### src/rtl/fifo_rd_packer_if.sv
// fifo_rd_packer_if: FIFO read side, flush request and packed output stream
interface fifo_rd_packer_if #(
   parameter int DWIDTH = 8,
   parameter int LANES  = 4
);
   logic                     empty;
   logic                     pop;
   logic [DWIDTH-1:0]        rdata;
   logic                     flush;
   logic [DWIDTH*LANES-1:0]  out_data;
   logic [LANES-1:0]         out_keep;
   logic                     out_valid;
   logic                     out_ready;
   modport master (input empty, rdata, flush, out_ready, output pop, out_data, out_keep, out_valid);
   modport slave  (output empty, rdata, flush, out_ready, input pop, out_data, out_keep, out_valid);
endinterface

### src/rtl/fifo_rd_packer.sv
// fifo_rd_packer: packs LANES FIFO read entries into one word, with flush and idle timeout
module fifo_rd_packer #(
   parameter int DWIDTH  = 8,
   parameter int LANES   = 4,
   parameter int TIMEOUT = 16
) (
   input logic rclk,
   input logic reset,
   fifo_rd_packer_if.master bus
);
   localparam int CW = $clog2(LANES + 1);
   localparam int IW = TIMEOUT > 0 ? $clog2(TIMEOUT + 1) : 1;
   typedef enum logic {FILL, HOLD} state_t;
   state_t                   state;
   logic                     run, inflight, flush_pending, valid;
   logic [CW-1:0]            count;
   logic [IW-1:0]            idle;
   logic [DWIDTH*LANES-1:0]  data;
   logic [LANES-1:0]         keep;
   logic [CW:0]              level;
   logic                     idle_cyc, timeout_hit, flush_req, full;
   always_comb begin
      level       = {1'b0, count} + {{CW{1'b0}}, inflight};
      full        = inflight && level == (CW+1)'(LANES);
      idle_cyc    = count != '0 && !inflight && bus.empty;
      timeout_hit = TIMEOUT > 0 && idle_cyc && idle == IW'(TIMEOUT - 1);
      flush_req   = (bus.flush || timeout_hit) && (count != '0 || inflight);
   end
   // run holds pop off until the first edge after reset release
   assign bus.pop       = run && state == FILL && !bus.empty && !flush_pending && level < (CW+1)'(LANES);
   assign bus.out_data  = data;
   assign bus.out_keep  = keep;
   assign bus.out_valid = valid;
   always_ff @(posedge rclk or posedge reset) begin
      if (reset) begin
         state         <= FILL;
         run           <= 1'b0;
         inflight      <= 1'b0;
         flush_pending <= 1'b0;
         valid         <= 1'b0;
         count         <= '0;
         idle          <= '0;
         data          <= '0;
         keep          <= '0;
      end else begin
         run      <= 1'b1;
         inflight <= bus.pop;
         if (state == FILL) begin
            if (inflight) begin
               for (int i = 0; i < LANES; i++)
                  if (count == CW'(i)) data[i*DWIDTH +: DWIDTH] <= bus.rdata;
               count <= count + 1'b1;
            end
            idle <= (idle_cyc && !timeout_hit) ? idle + 1'b1 : '0;
            // a completing capture wins over any flush in the same cycle
            if (full) begin
               state         <= HOLD;
               valid         <= 1'b1;
               keep          <= '1;
               flush_pending <= 1'b0;
               idle          <= '0;
            end else if (flush_pending && !inflight) begin
               state         <= HOLD;
               valid         <= 1'b1;
               for (int i = 0; i < LANES; i++) keep[i] <= CW'(i) < count;
               flush_pending <= 1'b0;
               idle          <= '0;
            end else if (flush_req) begin
               flush_pending <= 1'b1;
            end
         end else if (bus.out_ready) begin
            state <= FILL;
            valid <= 1'b0;
            data  <= '0;
            keep  <= '0;
            count <= '0;
         end
      end
   end
endmodule

### src/flat_wrapper.sv
// flat-port wrapper written by rule: the top's interface ports become plain ports
module fifo_rd_packer_flat 
#(
   parameter int DWIDTH  = 8,
   parameter int LANES   = 4,
   parameter int TIMEOUT = 16
)
  (rclk, reset, bus_empty, bus_rdata, bus_flush, bus_out_ready, bus_pop, bus_out_data, bus_out_keep, bus_out_valid);
  fifo_rd_packer_if #(.DWIDTH(DWIDTH), .LANES(LANES)) bus_i ();
  input logic rclk;
  input logic reset;
  input wire logic [$bits(bus_i.empty)-1:0] bus_empty;
  input wire logic [$bits(bus_i.rdata)-1:0] bus_rdata;
  input wire logic [$bits(bus_i.flush)-1:0] bus_flush;
  input wire logic [$bits(bus_i.out_ready)-1:0] bus_out_ready;
  output wire logic [$bits(bus_i.pop)-1:0] bus_pop;
  output wire logic [$bits(bus_i.out_data)-1:0] bus_out_data;
  output wire logic [$bits(bus_i.out_keep)-1:0] bus_out_keep;
  output wire logic [$bits(bus_i.out_valid)-1:0] bus_out_valid;
  assign bus_i.empty = bus_empty;
  assign bus_i.rdata = bus_rdata;
  assign bus_i.flush = bus_flush;
  assign bus_i.out_ready = bus_out_ready;
  assign bus_pop = bus_i.pop;
  assign bus_out_data = bus_i.out_data;
  assign bus_out_keep = bus_i.out_keep;
  assign bus_out_valid = bus_i.out_valid;
  fifo_rd_packer #(.DWIDTH(DWIDTH), .LANES(LANES), .TIMEOUT(TIMEOUT)) u_core (.rclk(rclk), .reset(reset), .bus(bus_i));
endmodule
### config.mk
export PLATFORM = sky130hd
export DESIGN_NAME = fifo_rd_packer_flat
export DESIGN_NICKNAME = d
export VERILOG_FILES = /design/src/rtl/fifo_rd_packer_if.sv /design/src/rtl/fifo_rd_packer.sv /design/src/flat_wrapper.sv
export SDC_FILE = /design/constraint.sdc
export NUM_CORES = 1
export LEC_CHECK = 0
export BUFFER_PORTS_ARGS = -buffer_cell sky130_fd_sc_hd__buf_2
export CAP_MARGIN = 25
export CORE_MARGIN = 1.5
export CORE_UTILIZATION = 50
export DETAILED_ROUTE_END_ITERATION = 7
export GPL_TIMING_DRIVEN = 0
export PLACE_DENSITY = 0.74
export SLEW_MARGIN = 20
export SYNTH_ARGS = -nofsm -noshare
export SYNTH_HDL_FRONTEND = slang
export SYNTH_SLANG_ARGS = --single-unit
### constraint.sdc
create_clock -name rclk -period 5.58 [get_ports rclk]
set_input_delay 0 -clock rclk [delete_from_list [all_inputs] [get_ports rclk]]
set_output_delay 0 -clock rclk [all_outputs]
set_load 0.01 [all_outputs]
==> results of run 1 <==
-- Yosys cell counts (2+ instances only) --
| library cell | count | area share |
|---|---|---|
| nor2_1 | 6 | 0.0092 |
| nor2b_1 | 12 | 0.031 |
| a21oi_2 | 3 | 0.011 |
| mux2i_1 | 6 | 0.025 |
| a2bb2oi_1 | 2 | 0.0072 |
| mux2_2 | 24 | 0.11 |
| o22ai_1 | 6 | 0.015 |
| nand2_1 | 24 | 0.037 |
| o21a_1 | 3 | 0.0092 |
| nand3_1 | 5 | 0.010 |
| buf_6 | 2 | 0.0092 |
| ha_1 | 7 | 0.036 |
| dfrtp_1 | 49 | 0.50 |
| buf_2 | 5 | 0.010 |
| a21oi_1 | 5 | 0.010 |
| o31ai_1 | 2 | 0.0061 |
| inv_1 | 5 | 0.0077 |
| and3_1 | 2 | 0.0051 |
| o211ai_1 | 2 | 0.0061 |
| and2_0 | 2 | 0.0051 |
| o21ai_0 | 7 | 0.014 |
| nand2b_1 | 5 | 0.013 |
| nor4b_1 | 2 | 0.0072 |
-- layout make-up --
type	count	area [um^2]
timing repair buffer	58	340.3
fill	396	1765
sequential	49	1226
multi-input combinational	147	1131
clock inverter	3	22.52
tap	67	83.83
clock buffer	5	68.82
inverter	6	22.52
buffer	10	62.56
-- flip-flops by register name, indices dropped and copies added, names as in the netlist --
name,count
u_core.state,1
u_core.bus.out_valid,1
u_core.bus.out_keep,4
u_core.run,1
u_core.inflight,1
u_core.bus.out_data,32
u_core.idle,5
u_core.count,3
u_core.flush_pending,1
-- cell families after synthesis --
logic type,count (synthesis),share of synthesized area
AND/OR/NAND/NOR,68,0.1593
flip-flops,49,0.5021
AO/OA/AOI/OAI,40,0.1276
multiplexers,30,0.1352
buffers and inverters,16,0.03483
adder cells (fa/ha/maj),7,0.03586
other,1,0.001535
XOR/XNOR,1,0.003587
-- power by group --
group / switching (W) / internal, W / leakage, nW / total [W]
Combinational: 0.000336 / 0.000293 / 0.790 / 0.000629
Sequential: 0.0000834 / 0.000486 / 0.621 / 0.000569
Clock: 0.000121 / 0.0000891 / 0.0481 / 0.000210
Total: 0.000540 / 0.000868 / 1.46 / 0.00141
-- per-stage QoR --
step,instance area (um^2),std cells
4_1_cts,2958,345
6_report,2958,345
2_1_floorplan,2442,212
5_1_grt,2958,345
3_3_place_gp,2776,329
3_5_place_dp,2796,330
-- timing repair --
action                                 4_1_cts  5_1_grt
endpoints found under the hold margin       47        0
resized for setup                            0        0
hold buffers                                 7        0
-- worst min-delay path by stage --
stage / to / slack (ns) / cells after the start
floorplan: u_core.bus.out_data[24]$_DFFE_PP0P_ / 0.11 / 2
global placement: u_core.bus.out_data[24]$_DFFE_PP0P_ / 0.21 / 3
detailed placement: u_core.bus.out_data[9]$_DFFE_PP0P_ / -0.01 / 2
CTS: u_core.bus.out_data[28]$_DFFE_PP0P_ / 0.006 / 3
global route: u_core.bus.out_data[29]$_DFFE_PP0P_ / 0.03 / 3
finish: u_core.bus.out_data[28]$_DFFE_PP0P_ / 0.01 / 3
-- worst max-delay path: cells and delay by family (launching register included) --
family          cells  cell delay [ns]
simple gates        2             0.55
fa+ha+maj           2             0.54
compound gates      2             0.43
flops               1             0.41
-- layout by cell type, fill, tap and decap left out, types with 2 or more instances in the layout --
cell            n
dlygate4sd3_1   7
clkbuf_8        5
dfrtp_1        49
a2bb2oi_1       2
o21a_1          3
clkinv_4        2
and2_0          2
ha_1            7
a21oi_1         5
a21oi_2         3
o211ai_1        2
nand3_1         5
nor4b_1         2
mux2i_1         6
buf_6           2
buf_2          55
and3_1          2
o22ai_1         6
nor2b_1        12
inv_2           2
nand2_1        24
o21ai_0         7
o31ai_1         2
inv_1           4
mux2_2         24
nand2b_1        5
nor2_1          6
-- per-layer routing --
metal  vias up  wire length [um]  GRT usage  share of wire
met5         -                 0          0              0
met4         0                49    0.05241         0.0096
met3         4               217    0.03729          0.042
met2        52              2433     0.3262           0.48
met1       889              2420     0.2984           0.47
li1        879                 -          -              -
==> metrics, run 1 <==
crit-path most repeated cell=ha_1; Detailed Route Iter0 Violations=104; final hold violation count=0; Cell Area, Synth=2442 um^2; vias per cell=5.287; critical path's slowest cell=dfrtp_1; fin util=0.6262; Initial Util=0.5171; Antenna Cells=0; #FFs+latches synth=49; Final ANT Viol Nets=0; asr flop ratio synth=1.000; Die Height=72.89 um; synth unique cells=49; WL/cell=14.84 um; Yosys warning total=0; Cell Chain, Critical Path=ha_1 -> ha_1 -> nor3b_2 -> a21oi_2 -> or2_4 -> a221o_1; Setup Fix Bufs, Post-CTS=0; routability congestion estimate=0.8473; Worst Setup Start Kind=flop; Congestion Overflow GR=0; CP required=5.77 ns; H-tree depth=2; CTS tree=yes; unrepaired setup endpoints after global routing=false; Longest Clk Path Bufs=2; WS Path Type=reg -> reg; Post-synth EDFFs=0; Syn Nets=232; Pleak=1.459 nW; GRT Total Usage=0.2075; Period minus WS final=2.039 ns; Main synth FF type=dfrtp_1; fin crit share=0.3654; Power Total=0.001408 W; status=finished, final reports clean; Syn Inst Count=212; Worst-Margin Slew=0.5668 ns; Worst Hold Class=in -> reg; CTS clock-pin slew for the worst setup and hold paths=0.09 ns; P&R area growth vs syn=21.11%; Cell Pwr Density=476.1 nW/um^2; num rows=25; Worst Path Max Fanout=5; Slew Viols, Final=0; final WL=5121 um; Syn Area/Cell=11.52 um^2; # DRC=0; final clock skew=0.006476 ns; min-delay src=bus_rdata[4]; DR vias=1824; detailed placement HPWL=3670 um; Buffers on Ports=50; clock buffer count from CTS=5; later-pin clock latency in the skew report=0.30 ns; die width=72.89 um; max incr delay on CP=0.41 ns; fmax=0.4904 GHz; worst r2r path cells=6; maxcap violations=0; first-pass GRT wire length=8452 um; final setup violating endpoints=0; Root Buffer=clkbuf_8; DIE AREA=5313 um^2; # IOs=51; setup tns final=0 ns; vias in the first global route=1743; fin nets=297; FF-to-FF End=u_core.bus.out_keep[3]$_DFFE_PP0P_; DRT Pass-1 Iters=4; CP startpoint=u_core.count[0]$_DFFE_PP0P_; post-place setup slack=3.556 ns; Setup WS post-layout=3.541 ns; max_slew headroom=0.6221; WP data arrival=2.23 ns; Clock Sinks=49; CP endpoint=u_core.bus.out_keep[3]$_DFFE_PP0P_; total core area=4723 um^2; largest net degree at the start of global routing=35; initial antenna violation count=0; post-synthesis sequential area ratio=0.5020; final hold slack=0.01201 ns; IR Drop Worst-Case VDD=0.2702 mV; Reg2Reg Setup Slack=3.54 ns; share of cells above drive strength 1=0.3777; Worst Setup End Kind=flop; Reg2Reg Launch Point=u_core.count[0]$_DFFE_PP0P_
Note: power is estimated with default switching activity, not from simulation.
==> inputs of run 2 (changes only) <==
Settings changed: ABC_AREA set to 1, PLACE_DENSITY 0.74 to 0.75.
Clock period 5.58 ns to 2 ns, I/O delays scaled along.
==> metrics, run 2 <==
status=finished, final reports clean; post-synthesis sequential area ratio=0.5457 (+0.04361); CTS tree=yes; WS Path Type=reg -> reg; final hold violation count=0 (unchanged); clock buffer count from CTS=5 (unchanged); # IOs=51 (unchanged); Worst Path Max Fanout=9 (+4); Antenna Cells=0 (unchanged); Initial Util=0.5161 (-0.0009941); CP endpoint=u_core.bus.out_keep[0]$_DFFE_PP0P_; largest net degree at the start of global routing=37 (+5.7%); Congestion Overflow GR=0 (unchanged); first-pass GRT wire length=8121 um (-3.9%); num rows=24 (-4.0%); fin nets=331 (+11%); DIE AREA=4906 um^2 (-7.7%); post-CTS sizing=0 (unchanged); fmax=0.5529 GHz (+13%); P&R area growth vs syn=24.05%; Longest Clk Path Bufs=2 (unchanged); DR vias=1870 (+2.5%); Pleak=1.444 nW (-1.0%); routability congestion estimate=0.8042 (-5.1%); vias per cell=5.137 (-2.8%); Area contributors post-synth=dfrtp_1 55%, nand2_1 8.9%, nand3_1 4.7%, o21ai_0 4.7%, ha_1 3.9%; post-synth top area share=0.5457 (+0.04361); total core area=4354 um^2 (-7.8%); commonest cells in the netlist=53 x nand2_1, 49 x dfrtp_1, 21 x nand3_1, 21 x o21ai_0, 20 x inv_1; Syn Nets=262 (+13%); Worst Setup End Kind=flop; maxcap violations=0 (unchanged); final clock skew=0.004811 ns (-0.001666 ns); WP data arrival=2.01 ns (-0.22 ns); most common cell in the netlist=nand2_1; final setup violating endpoints=0 (unchanged); setup tns final=0 ns (unchanged); Buffers on Ports=50 (unchanged); Cell Area, Synth=2247 um^2 (-8.0%); #FFs+latches synth=49 (unchanged); Root Buffer=clkbuf_8; Reg2Reg Launch Point=u_core.count[0]$_DFFE_PP0P_; GRT Total Usage=0.2093 (+0.001773); CP startpoint=u_core.count[0]$_DFFE_PP0P_; max reg flops=32 (unchanged); IR Drop Worst-Case VDD=0.6754 mV (+150%); Reg2Reg Setup Slack=0.19 ns (-3.35 ns); Worst Setup Start Kind=flop; Syn Area/Cell=9.286 um^2 (-19%); WL/cell=13.39 um (-9.8%); Cell Pwr Density=1409 nW/um^2 (+200%); Worst Hold Class=in -> reg; CTS clock-pin slew for the worst setup and hold paths=0.10 ns (about the same); Main synth FF type=dfrtp_1; Power Total=0.003928 W (+180%); DRT Pass-1 Iters=4 (unchanged); hold_buf cts=11 (+4); vias in the first global route=1795 (+3.0%); Post-synth EDFFs=0 (unchanged); later-pin clock latency in the skew report=0.31 ns (about the same); Clock Sinks=49 (unchanged); unrepaired setup endpoints after global routing=false; worst r2r path cells=10 (+4); Detailed Route Iter0 Violations=79 (-24%); Synth area leader=dfrtp_1; final WL=4873 um (-4.8%); Period minus WS final=1.808 ns (-0.2307 ns); die width=70.04 um (-3.9%); Setup Fix Bufs, Post-CTS=0 (unchanged); Slew Viols, Final=0 (unchanged); Final ANT Viol Nets=0 (unchanged); commonest cells after routing, fill and taps aside=53 x nand2_1, 53 x buf_2, 49 x dfrtp_1; initial antenna violation count=0 (unchanged); FF-to-FF End=u_core.bus.out_keep[0]$_DFFE_PP0P_; fin crit share=0.9042 (+0.5388); share of cells above drive strength 1=0.2628 (-0.1149); Yosys warning total=0 (unchanged); Die Height=70.04 um (-3.9%); Syn Inst Count=242 (+14%); synth unique cells=27 (-45%); asr flop ratio synth=1.000 (unchanged); CP required=2.20 ns (-3.57 ns); detailed placement HPWL=3509 um (-4.4%); H-tree depth=2 (unchanged); # DRC=0 (unchanged)
==> run 2: through the flow <==
| step | hold slack, ns | util | worst slack, ns | instances | instance area, um^2 |
|---|---|---|---|---|---|
| finish | 0.02326 | 0.6402 | 0.1915 | 364 | 2788 |
| global route | 0.04242 | 0.6402 | 0.03637 | 364 | 2788 |
| CTS | 0.02731 | 0.6402 | 0.1883 | 364 | 2788 |
| detailed placement | -0.02603 | 0.5931 | 0.2183 | 345 | 2582 |
| global placement | 0.2331 | 0.5885 | 0.2390 | 344 | 2562 |
| floorplan | 0.09645 | - | 0.3477 | 242 | 2247 |
==> run 2: worst min-delay path by stage <==
stage                  startpoint                          end  slack [ns]  depth (start not counted)
floorplan           bus_out_ready       u_core.state$_DFF_PP0_         0.1                          1
global placement    bus_out_ready       u_core.state$_DFF_PP0_        0.23                          2
detailed placement          reset  u_core.count[0]$_DFFE_PP0P_       -0.03                          2
CTS                     bus_empty    u_core.inflight$_DFF_PP0_        0.03                          4
global route            bus_empty    u_core.inflight$_DFF_PP0_        0.04                          4
finish                  bus_empty    u_core.inflight$_DFF_PP0_        0.02                          4
==> run 2: area by class of cell <==
class	instances	area (um^2)
Inverter	23	91.34
Multi-Input combinational cell	162	873.3
Buffer	8	56.30
Fill cell	348	1567
Clock buffer	5	68.82
Timing Repair Buffer	62	380.4
Clock inverter	3	26.28
Tap cell	52	65.06
Sequential cell	49	1226
==> run 2: worst max-delay path: stages (launching register included) <==
cell and delay [ns]:
dfrtp_1 0.47, ha_1 0.25, ha_1 0.27, inv_1 0.05
nand2_1 0.04, nor2_1 0.16, nand3_4 0.13, nand2_4 0.12
nand2_8 0.08, nand3_1 0.08, nand2_1 0.06
==> run 2: cell families after synthesis <==
family                   share of synthesized area
AND/OR/NAND/NOR                             0.2216
flip-flops                                  0.5457
AO/OA/AOI/OAI                               0.1186
buffers and inverters                      0.06569
adder cells (fa/ha/maj)                    0.03897
XOR/XNOR                                  0.007797
other                                     0.001669
==> run 2: metal layers <==
| layer | vias to the layer above | part of all wire | global-route usage |
|---|---|---|---|
| met4 | 0 | 0.020 | 0.08761 |
| met2 | 42 | 0.47 | 0.3344 |
| li1 | 921 | - | - |
| met3 | 10 | 0.037 | 0.03463 |
| met1 | 897 | 0.48 | 0.2844 |
| met5 | - | 0 | 0 |
==> run 2: power breakdown <==
group	internal (W)	switching, W	total [W]	leakage [nW]
Sequential	0.00136	0.000231	0.00159	0.627
Combinational	0.000658	0.00107	0.00173	0.774
Clock	0.000255	0.000356	0.000611	0.0423
Total	0.00227	0.00165	0.00393	1.44
